$ cat config.mk
export PLATFORM = sky130hd
export DESIGN_NAME = priority_decoder_rr
export DESIGN_NICKNAME = d
export VERILOG_FILES = /design/src/rtl/priority_decoder_rr.sv
export SDC_FILE = /design/constraint.sdc
export NUM_CORES = 1
export LEC_CHECK = 0
export CELL_PAD_IN_SITES_DETAIL_PLACEMENT = 1
export CELL_PAD_IN_SITES_GLOBAL_PLACEMENT = 2
export CORE_UTILIZATION = 22
export DETAILED_ROUTE_END_ITERATION = 6
export GPL_ROUTABILITY_DRIVEN = 0
export GPL_TIMING_DRIVEN = 0
export PLACE_DENSITY = 0.73
export SLEW_MARGIN = 10
export SYNTH_ARGS = -nofsm -noshare
export SYNTH_HDL_FRONTEND = slang
export SYNTH_SLANG_ARGS = --single-unit
$ cat constraint.sdc
create_clock -name clk -period 1.1 [get_ports clk]
set_input_delay 0.275 -clock clk [delete_from_list [all_inputs] [get_ports clk]]
set_output_delay 0.275 -clock clk [all_outputs]
set_load 0.01 [all_outputs]
$ cat src/rtl/priority_decoder_rr.sv
// -----------------------------------------------------------------------------
// priority_decoder_rr
//   N-way priority decoder with a one-deep registered output stage.
//   An accepted request vector is turned into a one-hot grant and a binary
//   index one cycle later. Fixed mode gives the highest set index priority.
//   Round-robin mode starts searching just above the last round-robin winner.
//
// Configuration macro:
//   PRIO_DEC_RR_EN  defined   -> rr_ptr and round-robin search are built and
//                                mode_rr is honoured.
//                   undefined -> fixed priority only; mode_rr is ignored.
//
// Ports:
//   clk           in   1     rising-edge clock
//   rst_n         in   1     asynchronous active-low reset
//   req_i         in   N     request vector, bit k = channel k requesting
//   in_valid      in   1     req_i / mode_rr valid this cycle
//   in_ready      out  1     block can accept (!out_valid || out_ready)
//   mode_rr       in   1     0 = fixed priority, 1 = round-robin
//   grant_onehot  out  N     registered one-hot grant (zero when no request)
//   grant_idx     out  IDXW  registered binary index of the granted bit
//   none          out  1     registered; accepted req_i was all-zero
//   out_valid     out  1     output registers hold an unconsumed result
//   out_ready     in   1     consumer takes the result this cycle
//
// Handshake: a transfer happens on a rising edge where valid && ready are
// both high; valid never waits for ready, and while valid is high without
// ready the associated data stays stable.
// -----------------------------------------------------------------------------
module priority_decoder_rr #(
   parameter int N = 4,
   localparam int IDXW = (N > 1) ? $clog2(N) : 1
) (
   input  logic            clk,
   input  logic            rst_n,
   input  logic [N-1:0]    req_i,
   input  logic            in_valid,
   output logic            in_ready,
   input  logic            mode_rr,
   output logic [N-1:0]    grant_onehot,
   output logic [IDXW-1:0] grant_idx,
   output logic            none,
   output logic            out_valid,
   input  logic            out_ready
);

   logic            accept;
   logic            any_req;
   logic [IDXW-1:0] fp_idx;
   logic [IDXW-1:0] sel_idx;

   assign in_ready = !out_valid || out_ready;
   assign accept   = in_valid && in_ready;
   assign any_req  = |req_i;

   // Fixed priority: ascending scan, later hits overwrite, so the highest
   // set bit ends up selected.
   always_comb begin
      fp_idx = '0;
      for (int k = 0; k < N; k++) begin
         if (req_i[k]) begin
            fp_idx = IDXW'(k);
         end
      end
   end

`ifdef PRIO_DEC_RR_EN
   logic [IDXW-1:0] rr_ptr;
   logic [IDXW-1:0] rr_idx;

   // Round-robin: candidates are rr_ptr+1 .. rr_ptr+N modulo N. Scanning
   // the offsets from far to near and overwriting leaves the nearest hit.
   // The wrap subtracts N explicitly so non-power-of-2 N stays in range.
   always_comb begin
      int p;
      rr_idx = '0;
      p      = 0;
      for (int k = N; k >= 1; k--) begin
         p = int'(rr_ptr) + k;
         if (p >= N) begin
            p = p - N;
         end
         if (req_i[p[IDXW-1:0]]) begin
            rr_idx = p[IDXW-1:0];
         end
      end
   end

   assign sel_idx = mode_rr ? rr_idx : fp_idx;

   // Pointer only moves on a real round-robin grant.
   always_ff @(posedge clk or negedge rst_n) begin
      if (!rst_n) begin
         rr_ptr <= IDXW'(N - 1);
      end else if (accept && mode_rr && any_req) begin
         rr_ptr <= rr_idx;
      end
   end
`else
   logic unused_mode_rr;

   assign unused_mode_rr = mode_rr;
   assign sel_idx        = fp_idx;
`endif

   // Output stage: loads on accept, otherwise drains when consumed. Data
   // registers keep stale values after a drain; only out_valid drops.
   always_ff @(posedge clk or negedge rst_n) begin
      if (!rst_n) begin
         out_valid    <= 1'b0;
         grant_onehot <= '0;
         grant_idx    <= '0;
         none         <= 1'b0;
      end else if (accept) begin
         out_valid    <= 1'b1;
         none         <= !any_req;
         if (any_req) begin
            grant_onehot <= N'(1) << sel_idx;
            grant_idx    <= sel_idx;
         end else begin
            grant_onehot <= '0;
            grant_idx    <= '0;
         end
      end else if (out_ready) begin
         out_valid <= 1'b0;
      end
   end

endmodule

==> metrics.txt <==
status finished, violations left; failing checks negative setup slack; gr usage total between 10% and 20%; Yosys top cell by area dfrtp_1; pwr dens around 1300 mW/mm^2; vias in the first global route 330; CTS Sinks 8; WL final between 800 and 900 microns; DRC viols 0; CTS tree built; CTS buffer count 3; max-cap viol count 0; Post-Syn Nets 38; final period utilization 102%; H-Tree Depth 1; Leak 0.296 nW; post-route cell area between 500 and 600 sq um; synthesized area between 300 and 400 sq um; startpoint types flip-flop; antenna-violating nets left 0; die area 0.00184 sq mm; largest net degree at the start of global routing 9; top cells by area, synth dfrtp_1, mux2_4, a21oi_1; wire length on met3 87 microns; Post-synth EDFFs 0; # IOs 18; Max Clk Rate just under 0.9 GHz; clk buf depth 2; Pre-Repair DR Iteration Count 2; RSZ-0062 raised after global routing true; Root Buffer clkbuf_4; most frequent cells after synthesis dfrtp_1, mux2_4, a21oi_1; ys async rst share between 90% and 100%; Final TNS setup -30.0 ps; cell with the most instances after synthesis dfrtp_1; grt ovf 0; WP data arrival roughly 850 ps; DR vias ~300; Row Count 14; area of the core about 0.0015 sq mm; met2 wire length approximately 420 microns; uppermost layer routed met4; Netlist cell types 14; Yosys reg bits 8; Starting Density roughly a quarter; Final Hold Vio Count 0; fin crit period approximately 1100 ps; Clk Latency, worst-skew pair about 260 ps; hpwl dp 601 microns; Setup CP Type flip-flop to output port; ys flop type dfrtp_1; Syn Inst Count 29; routed len/inst roughly 13 microns; Worst Tran Pin Value 378 ps; synth warn 0; count of pins over their slew limit 0; Post-DP Area ~560 sq um; Area Overhead vs Synth 62.6%; die width between 40 and 50 microns; Hold Crit Class input pin to async pin; post-DR vias/cell roughly 4.6; Buffers on Ports 16; antenna violations before repair 0; metal1 wirelength approximately 320 microns; Worst EP required between 800 and 900 ps; worst vdd ir roughly 0.0006 V; DR iter-0 viols 3; Critical Path End Type output port; Ant. Diodes 0; register area share after synthesis approximately 54%; Total Power ~750 uW; final setup fails 2; Setup Skew 6.88 ps; Worst Path Max Fanout 2; PnR worst setup slack -21.5 ps; share of cells above drive strength 1 between 50% and 60%; Chip Height 42.9 microns; Reg clk slew, reported paths around 60 ps; dpl ws -677 ps; Final Net Count just over 60; first-pass GRT wire length 1450 microns; Post-Synthesis Mean Instance Area approximately 13 sq um; Rel. slew slack between 70% and 80%; Synth top area share around 54%
-- sequential cells by signal (all words and copies together) (netlist names) --
signal and count:
grant_onehot 4, out_valid 1, grant_idx 2, none 1
-- per-layer routing --
layer | up-vias | track usage, %
met5 | - | 0
met4 | 0 | 5.63
met3 | 2 | 8.51
met2 | 14 | 17.0
met1 | 145 | 12.1
li1 | 144 | -
-- logic make-up after synthesis --
kind of cell	Yosys count	synth area share, %
compound gates	5	7.48
buf+inv	3	5.10
flops	8	54.4
mux	5	19.0
simple gates	8	13.9
-- report_power, final --
| part | internal [mW] | leakage [nW] | switching, mW |
|---|---|---|---|
| Sequential | 0.323 | 0.0970 | 0.0157 |
| Combinational | 0.104 | 0.185 | 0.0825 |
| Clock | 0.125 | 0.0138 | 0.104 |
| Total | 0.552 | 0.296 | 0.203 |
-- per-stage QoR --
| stage | instances | hold slack, ps | utilization (%) |
|---|---|---|---|
| floorplan | 29 | -20.6 | - |
| global placement | 61 | 496 | 36.1 |
| detailed placement | 61 | 503 | 36.1 |
| CTS | 68 | 310 | 38.6 |
| global route | 67 | 327 | 38.8 |
| finish | 67 | 297 | 38.8 |
-- repair_timing --
item,CTS,global route
setup buffers,4,0
pin swaps,2,0
gates resized for setup,45,3
endpoints found under the setup margin,13,9
hold buffers,0,0
-- worst paths after layout --
check / startpoint / to / slack, ps / depth (start not counted)
hold / removal: rst_n / grant_onehot[3]$_DFFE_PN0P_ / 300 / 1
min in group clk: req_i[3] / grant_onehot[3]$_DFFE_PN0P_ / 460 / 2
setup reg to reg: out_valid$_DFFE_PN0P_ / grant_onehot[0]$_DFFE_PN0P_ / -10 / 4
setup / recovery: out_valid$_DFFE_PN0P_ / in_ready / -20 / 2
max in group asynchronous: rst_n / none$_DFFE_PN0P_ / 530 / 1
hold reg to reg: grant_onehot[3]$_DFFE_PN0P_ / grant_onehot[3]$_DFFE_PN0P_ / 500 / 1
-- worst max-delay path: stages, from the launching register on --
cell	delay [ps]
dfrtp_1	400
nand2b_4	90
buf_6	100
-- final cells by class --
type | count | area, sq um
clock buffers | 3 | 22.5
well taps | 16 | 20.0
flip-flops and latches | 8 | 200
repair buffers | 20 | 163
inverters | 2 | 7.51
fillers | 183 | 943
multi-input cells | 18 | 185
-- cell usage in the layout, fill, tap and decap left out, types with 3 or more instances in the layout --
cell type	n
buf_2	8
buf_6	4
clkbuf_4	3
clkdlybuf4s50_1	4
dfrtp_1	8
mux2_4	4
Note: power is estimated with default switching activity, not from simulation.
